`src/rtl/button_event_gen.sv`:
```
// Button front end: synchronises, debounces and classifies three raw buttons
// into single-cycle events, at most one event high per cycle.
module button_event_gen #(
   parameter int unsigned DB_CYCLES   = 16,
   parameter int unsigned LONG_CYCLES = 1000,
   parameter int unsigned CNT_W       = 20
) (
   input  logic clk,
   input  logic rst_n,
   input  logic btn_inc_raw,
   input  logic btn_set_raw,
   input  logic btn_sw_raw,
   output logic inc_short,
   output logic inc_long,
   output logic set,
   output logic sw
);

   localparam int unsigned NB = 3;   // button index: 0 inc, 1 set, 2 sw
   localparam int unsigned NE = 4;   // event index: 0 set, 1 sw, 2 long, 3 short
   localparam logic [CNT_W-1:0] DB_LAST   = CNT_W'(DB_CYCLES - 1);
   localparam logic [CNT_W-1:0] LONG_LAST = CNT_W'(LONG_CYCLES - 1);
   localparam logic [CNT_W-1:0] CNT_MAX   = '1;

   typedef enum logic [1:0] {
      IDLE      = 2'd0,
      HELD      = 2'd1,
      LONG_DONE = 2'd2
   } inc_state_e;

   logic [NB-1:0]    raw_c;
   logic [NB-1:0]    sync1_q, sync2_q;
   logic [NB-1:0]    lvl_q, lvl_d, prev_q;
   logic [NB-1:0]    rise_c;
   logic [CNT_W-1:0] db_cnt_q [NB];
   logic [CNT_W-1:0] db_cnt_d [NB];

   inc_state_e       state_q, state_d;
   logic [CNT_W-1:0] hold_q, hold_d;
   logic             new_short_c, new_long_c;

   logic [NE-1:0]    pend_q, pend_d, new_c, grant_c, out_q;

   assign raw_c  = {btn_sw_raw, btn_set_raw, btn_inc_raw};
   assign rise_c = lvl_q & ~prev_q;

   // Debounce: level flips after DB_CYCLES consecutive differing samples
   always_comb begin
      for (int b = 0; b < NB; b++) begin
         lvl_d[b]    = lvl_q[b];
         db_cnt_d[b] = '0;
         if (sync2_q[b] != lvl_q[b]) begin
            if (db_cnt_q[b] == DB_LAST) begin
               lvl_d[b] = ~lvl_q[b];
            end else begin
               db_cnt_d[b] = db_cnt_q[b] + CNT_W'(1);
            end
         end
      end
   end

   // inc press classifier next-state logic
   always_comb begin
      state_d     = state_q;
      hold_d      = hold_q;
      new_short_c = 1'b0;
      new_long_c  = 1'b0;
      case (state_q)
         IDLE: begin
            if (rise_c[0]) begin
               hold_d  = '0;
               state_d = HELD;
            end
         end
         HELD: begin
            if (!lvl_q[0]) begin
               new_short_c = 1'b1;
               state_d     = IDLE;
            end else begin
               if (hold_q != CNT_MAX) begin
                  hold_d = hold_q + CNT_W'(1);
               end
               if (hold_d == LONG_LAST) begin
                  new_long_c = 1'b1;
                  state_d    = LONG_DONE;
               end
            end
         end
         LONG_DONE: begin
            if (!lvl_q[0]) begin
               state_d = IDLE;
            end
         end
         default: state_d = IDLE;
      endcase
   end

   // Fixed-priority arbiter: set > sw > inc_long > inc_short
   always_comb begin
      new_c   = {new_short_c, new_long_c, rise_c[2], rise_c[1]};
      grant_c = '0;
      if (pend_q[0]) begin
         grant_c[0] = 1'b1;
      end else if (pend_q[1]) begin
         grant_c[1] = 1'b1;
      end else if (pend_q[2]) begin
         grant_c[2] = 1'b1;
      end else if (pend_q[3]) begin
         grant_c[3] = 1'b1;
      end
      pend_d = (pend_q & ~grant_c) | new_c;
   end

   always_ff @(posedge clk) begin
      if (!rst_n) begin
         sync1_q <= '0;
         sync2_q <= '0;
         lvl_q   <= '0;
         prev_q  <= '0;
         for (int b = 0; b < NB; b++) begin
            db_cnt_q[b] <= '0;
         end
         state_q <= IDLE;
         hold_q  <= '0;
         pend_q  <= '0;
         out_q   <= '0;
      end else begin
         sync1_q <= raw_c;
         sync2_q <= sync1_q;
         lvl_q   <= lvl_d;
         prev_q  <= lvl_q;
         for (int b = 0; b < NB; b++) begin
            db_cnt_q[b] <= db_cnt_d[b];
         end
         state_q <= state_d;
         hold_q  <= hold_d;
         pend_q  <= pend_d;
         out_q   <= grant_c;
      end
   end

   assign set       = out_q[0];
   assign sw        = out_q[1];
   assign inc_long  = out_q[2];
   assign inc_short = out_q[3];

endmodule

```
`config.mk`:
```
export PLATFORM = sky130hd
export DESIGN_NAME = button_event_gen
export DESIGN_NICKNAME = d
export VERILOG_FILES = /design/src/rtl/button_event_gen.sv
export SDC_FILE = /design/constraint.sdc
export NUM_CORES = 1
export LEC_CHECK = 0
export ABC_AREA = 1
export CAP_MARGIN = 10
export CORE_MARGIN = 4
export CORE_UTILIZATION = 60
export CTS_CLUSTER_SIZE = 20
export DETAILED_ROUTE_END_ITERATION = 16
export PLACE_DENSITY = 0.77
export SYNTH_ARGS = -nofsm -noshare
export SYNTH_HDL_FRONTEND = slang
export SYNTH_SLANG_ARGS = --single-unit
export TNS_END_PERCENT = 10
```
`constraint.sdc`:
```
create_clock -name clk -period 2.35 [get_ports clk]
set_input_delay 0.47 -clock clk [delete_from_list [all_inputs] [get_ports clk]]
set_output_delay 0.47 -clock clk [all_outputs]
set_load 0.1 [all_outputs]
```
==> metrics.md, run 1 <==
| Metric | Value |
|---|---|
| Die area | `a little under 10000 um^2` |
| Total Routing Usage GR | `0.206` |
| Post-DP HPWL | `7030 um` |
| Setup CP Type | `reg2reg` |
| Die Y | `between 90 and 100 um` |
| Pwr Density | `533 nW/um^2` |
| Fraction of layout cells with a size suffix above 1 | `0.0687` |
| Drt drc | `0` |
| Worst Path Arrival | `between 2 and 2.5 ns` |
| Cts hold-fix bufs | `0` |
| Aggregate routed wire length | `9400 um` |
| Max_slew headroom | `0.687` |
| Post-Syn Area | `4900 um^2` |
| Status | `completed` |
| #FFs+latches synth | `~100` |
| Worst path required time | `2.64 ns` |
| Post-synth ARST share | `0` |
| Initial Util | `0.624` |
| DR vias | `approximately 4400` |
| Tcrit/Tclk final | `0.880` |
| Initial antenna violation count | `0` |
| First-pass GRT wire length | `16900 um` |
| Worst setup EP type | `register` |
| F_max | `0.483 GHz` |
| Seq/Total Area, Yosys | `0.417` |
| Core Region | `slightly below 8000 um^2` |
| CTS Buf Count | `9` |
| Routed vias/inst | `between 5 and 6` |
| Inserted Diodes | `0` |
| Row count | `32` |
| MaxCap Viol Count | `0` |
| LEAKAGE | `1.96 nW` |
| CTS tree | `done` |
| CTS resizes | `0` |
| Layout overhead on the synthesized area | `7.64%` |
| Synth Net Count | `719` |
| WL per Instance | `11.3 um` |
| Place WS | `around 0.25 ns` |
| NumNets Final | `732` |
| CTS root buffer | `clkbuf_8` |
| Top_reg_cell synth | `dfxtp_1` |
| Post-route ant nets | `0` |
| Drt pass-1 iters | `5` |
| Post-CTS Setup Bufs | `0` |
| Slew @ Worst Pin | `0.469 ns` |
| Maximum buffer depth of the clock tree | `2` |
| Syn Inst Count | `710` |
| Total gr overflow | `0` |
| Worst vdd ir | `0.000403 V` |
| RSZ-0062 raised after global routing | `no` |
| Worst-path clk slew | `0.09 ns` |
| Number of warnings issued by yosys | `0` |
| Clk sink count | `102` |
| Pin count of the biggest net entering global routing | `21` |
| Final setup violating endpoints | `0` |
| Io pins | `9` |
| CP Max Fanout | `15` |
| Slew Limit Fails | `0` |
| Distinct cells, synth | `35` |
| Port buffer count | `8` |
| Clock latency on the worst-skew pair | `0.37 ns` |
| Final Hold Fails | `0` |
| CP startpoint kind | `register` |
| Final TNS setup | `0 ns` |
| EDFF count, synth | `0` |
| Vias in the first global route | `4129` |
| Filler cells | `711` |
| Clock skew | `0.0113 ns` |
| First DRT Iteration DRCs | `181` |
| RD Place Congestion | `0.981` |
| Mean area per synthesized cell | `6.90 um^2` |
| Die X | `approximately 98 um` |
| Period minus WS final | `2.07 ns` |
| H-tree depth | `3` |
| HP Class | `reg2reg` |
| PnR worst setup slack | `0.282 ns` |
==> routing by layer <==
metal	wire length, um	GRT usage	up-vias
met5	0	0	-
met4	131	0.0609	0
met3	415	0.0557	16
met2	4400	0.349	79
met1	4460	0.256	1983
li1	-	-	2313
==> Yosys cell counts (5+ instances only) <==
cell | number | share of area
nand2_1 | 159 | 0.12
a21oi_1 | 53 | 0.054
dfxtp_1 | 102 | 0.42
nor2_2 | 7 | 0.0089
xor2_1 | 8 | 0.014
nor4_1 | 8 | 0.010
nand3_1 | 42 | 0.043
inv_1 | 104 | 0.080
clkbuf_1 | 10 | 0.0077
o21ai_0 | 25 | 0.026
nor2_1 | 90 | 0.069
nand4_1 | 14 | 0.018
a31oi_1 | 5 | 0.0064
a211oi_1 | 5 | 0.0077
nor3_1 | 25 | 0.026
nor3b_1 | 11 | 0.017
==> worst max-delay path, stage by stage, from the launching register on <==
cell and delay [ns]:
dfxtp_1 0.42, ha_1 0.21, nand3_1 0.16, nor2_4 0.21, nand3_4 0.20, nand2_1 0.14, nand2_1 0.06, nor2_1 0.10
nand3_1 0.07, nor2_1 0.15, nand4_1 0.13, a21oi_1 0.15
==> logic make-up (layout without fill, tap and decap cells) <==
| kind of cell | Yosys count | count (layout) | synth area share |
|---|---|---|---|
| compound gates | 97 | 97 | 0.108 |
| xor+xnor | 12 | 12 | 0.0215 |
| fa+ha+maj | 4 | 4 | 0.0102 |
| buf+inv | 120 | 138 | 0.0940 |
| flops | 102 | 102 | 0.417 |
| simple gates | 375 | 375 | 0.350 |
==> final cells by class <==
type | instances | area (um^2) | area share
sequential | 102 | 2040 | 0.387
tap | 102 | 128 | 0.0242
multi-input combinational | 488 | 2390 | 0.454
clock buffer | 11 | 141 | 0.0268
clock inverter | 5 | 41.3 | 0.00783
inverter | 107 | 402 | 0.0762
timing repair buffer | 15 | 123 | 0.0233
==> path summary, 6_finish.rpt <==
check / end / slack [ns] / startpoint / cells past startpoint
worst max-delay path: state_q[1] / 0.28 / hold_q[0] / 11
worst min-delay path: pend_q[0] / 0.39 / prev_q[1] / 1
worst max register to register: state_q[1] / 0.28 / hold_q[0] / 11
worst min register to register: pend_q[0] / 0.39 / prev_q[1] / 1
==> layout by cell type, fill, tap and decap left out, drive strengths merged, types with 5 or more instances in the layout <==
cell and count:
clkbuf 11, nand3 43, nand2 161, a211oi 5
nor2 101, buf 11, nor3b 11, o21ai 29
xor2 8, a31oi 5, inv 109, nand4 14
nor3 30, nor4 8, dfxtp 102, a21oi 53
==> power by group <==
group / leakage, nW / switching (W) / internal [W]
Sequential: 0.823 / 0.00000325 / 0.00173
Combinational: 1.05 / 0.0000266 / 0.0000151
Clock: 0.0918 / 0.000607 / 0.000426
Total: 1.96 / 0.000636 / 0.00217
==> flip-flops by register name, indices dropped and copies added (netlist names), 3 cells and up <==
register,count
prev_q,3
hold_q,20
sync2_q,3
out_q,4
db_cnt_q,60
sync1_q,3
pend_q,4
lvl_q,3
==> through the flow <==
stage               hold WS [ns]  cell area [um^2]  total power [W]  utilization  instances
global route               0.427              5270          0.00291        0.672        830
global placement           0.376              5090          0.00182        0.648        814
detailed placement         0.382              5090          0.00182        0.648        814
finish                     0.395              5270          0.00281        0.672        830
floorplan                  0.368              4900          0.00180            -        710
CTS                        0.396              5270          0.00285        0.672        830
No activity file was read; power rests on OpenSTA's default activity.
==> run 2, diff against run 1 <==
==> constraint.sdc (replaced) <==
create_clock -name clk -period 2.5 [get_ports clk]
set_input_delay 0.5 -clock clk [delete_from_list [all_inputs] [get_ports clk]]
set_output_delay 0.5 -clock clk [all_outputs]
set_load 0.1 [all_outputs]
==> metrics.md, run 2 (synthesis gave the netlist of run 1 again) <==
| Metric | Value |
|---|---|
| Worst-path clk slew | `0.10 ns` |
| Die area | `9670 um^2` |
| Period minus WS final | `between 2 and 2.5 ns` |
| Clock skew | `approximately 0.011 ns` |
| Post-DP HPWL | `between 6000 and 7000 um` |
| CTS resizes | `0` |
| Non-Filler Instances | `830` |
| Fin area | `about 5300 um^2` |
| F_max | `0.475 GHz` |
| CP max stage cell | `dfxtp_1` |
| Worst vdd ir | `0.000264 V` |
| Final setup violating endpoints | `0` |
| Worst Path Arrival | `2.40 ns` |
| Clock latency on the worst-skew pair | `0.36 ns` |
| Io pins | `9` |
| Crit path cell chain | `ha_1 > nand3_1 > nor2_4 > nand3_4 > nand2_1 > nand2_1 > nor2_1 > nand3_1 > nor2_1 > nand4_1 > a21oi_1` |
| First DRT Iteration DRCs | `156` |
| CTS Buf Count | `9` |
| Row count | `32` |
| First-pass GRT wire length | `16800 um` |
| RD Place Congestion | `roughly 0.9` |
| Maximum buffer depth of the clock tree | `2` |
| Max incr delay on CP | `about 0.41 ns` |
| Cts hold-fix bufs | `0` |
| Port buffer count | `8` |
| Top Family by Delay on Critical Path | `simple AND/OR/NAND/NOR gates` |
| Largest register FFs | `60` |
| Status | `completed` |
| Total Routing Usage GR | `0.202` |
| Drt pass-1 iters | `5` |
| Setup CP Type | `reg2reg` |
| Pin count of the biggest net entering global routing | `29` |
| Die X | `98.3 um` |
| DR vias | `4347` |
| Worst path required time | `about 2.8 ns` |
| Slew Limit Fails | `0` |
| Largest Register | `db_cnt_q` |
| Aggregate routed wire length | `9230 um` |
| RSZ-0062 raised after global routing | `no` |
| Dpl cell area | `5090 um^2` |
| Drt drc | `0` |
| Tcrit/Tclk final | `0.841` |
| Fin Hold WS | `0.393 ns` |
| Vias in the first global route | `4107` |
| Post-route ant nets | `0` |
| Initial antenna violation count | `0` |
| Met3 Use GR | `0.0436` |
| Routed vias/inst | `5.24` |
| LEAKAGE | `1.97 nW` |
| Most common cell after layout, fill and taps aside | `nand2_1` |
| Worst Path Buf+Inv | `0` |
| Inserted Diodes | `0` |
| Clk sink count | `roughly 100` |
| HP Class | `reg2reg` |
| CP Max Fanout | `15` |
| GR met1 Demand/Resource | `0.255` |
| Commonest non-fill, non-tap cells in the layout | `159 x nand2_1, 104 x inv_1, 102 x dfxtp_1` |
| Post-layout util | `0.673` |
| MaxCap Viol Count | `0` |
| Final Hold Fails | `0` |
| Initial Util | `0.624` |
| Top Registers | `db_cnt_q (60), hold_q (20)` |
| Worst setup EP type | `register` |
| CTS root buffer | `clkbuf_8` |
| Max_slew headroom | `0.670` |
| CTS tree | `done` |
| DP Cell Count | `814` |
| WL per Instance | `11.1 um` |
| NumNets Final | `732` |
| Core Region | `7850 um^2` |
| Total gr overflow | `0` |
| Pwr Density | `505 nW/um^2` |
| Met2 Track Usage GR | `0.348` |
| Layout overhead on the synthesized area | `7.84%` |
| Slew @ Worst Pin | `0.491 ns` |
| Post-CTS Setup Bufs | `0` |
| CP startpoint kind | `register` |
| H-tree depth | `3` |
| Final TNS setup | `0 ns` |
| Fraction of layout cells with a size suffix above 1 | `0.0701` |
| Die Y | `98.3 um` |
| Top Usage Layer GRT | `met2` |
-- run 2: cell count changes in the layout (fill, tap and decap cells not counted), sizes merged --
cell,change
clkbuf,-1
clkinvlp,-1
clkinv,+2
-- run 2: final cells by class --
type	count	area, um^2
inverter	107	402
fill	724	2570
tap	102	128
multi-input combinational	488	2390
timing repair buffer	15	123
sequential	102	2040
clock inverter	6	55.1
clock buffer	10	138
-- run 2: report_power, final --
| part | internal (W) | leakage, nW | switching [W] |
|---|---|---|---|
| sequential | 0.00163 | 0.823 | 0.00000294 |
| combinational | 0.0000141 | 1.05 | 0.0000242 |
| clock | 0.000407 | 0.101 | 0.000590 |
| total | 0.00205 | 1.97 | 0.000618 |
-- run 2: layer usage --
metal / vias to the layer above / wire length (um)
met5: - / 0
met4: 0 / 116
met3: 10 / 282
met2: 50 / 4390
met1: 1968 / 4440
li1: 2319 / -
-- run 2: worst register-to-register path: stages, from the launching register on --
cell and delay, ns:
dfxtp_1 0.41, ha_1 0.22, nand3_1 0.18, nor2_4 0.23, nand3_4 0.20, nand2_1 0.14
nand2_1 0.06, nor2_1 0.10, nand3_1 0.07, nor2_1 0.16, nand4_1 0.14, a21oi_1 0.14
-- run 2: stage by stage --
step | total power, W | setup slack, ns
final | 0.00267 | 0.396
after global routing | 0.00278 | 0.103
after CTS | 0.00270 | 0.390
after detailed placement | 0.00171 | 0.338
after global placement | 0.00171 | 0.356
after floorplan | 0.00169 | 0.807
-- run 2: worst paths after layout --
check / depth (start not counted) / start / end / slack, ns
hold / removal: 1 / prev_q[1] / pend_q[0] / 0.39
setup reg to reg: 11 / hold_q[1] / pend_q[2] / 0.40
hold reg to reg: 1 / prev_q[1] / pend_q[0] / 0.39
setup / recovery: 11 / hold_q[1] / pend_q[2] / 0.40
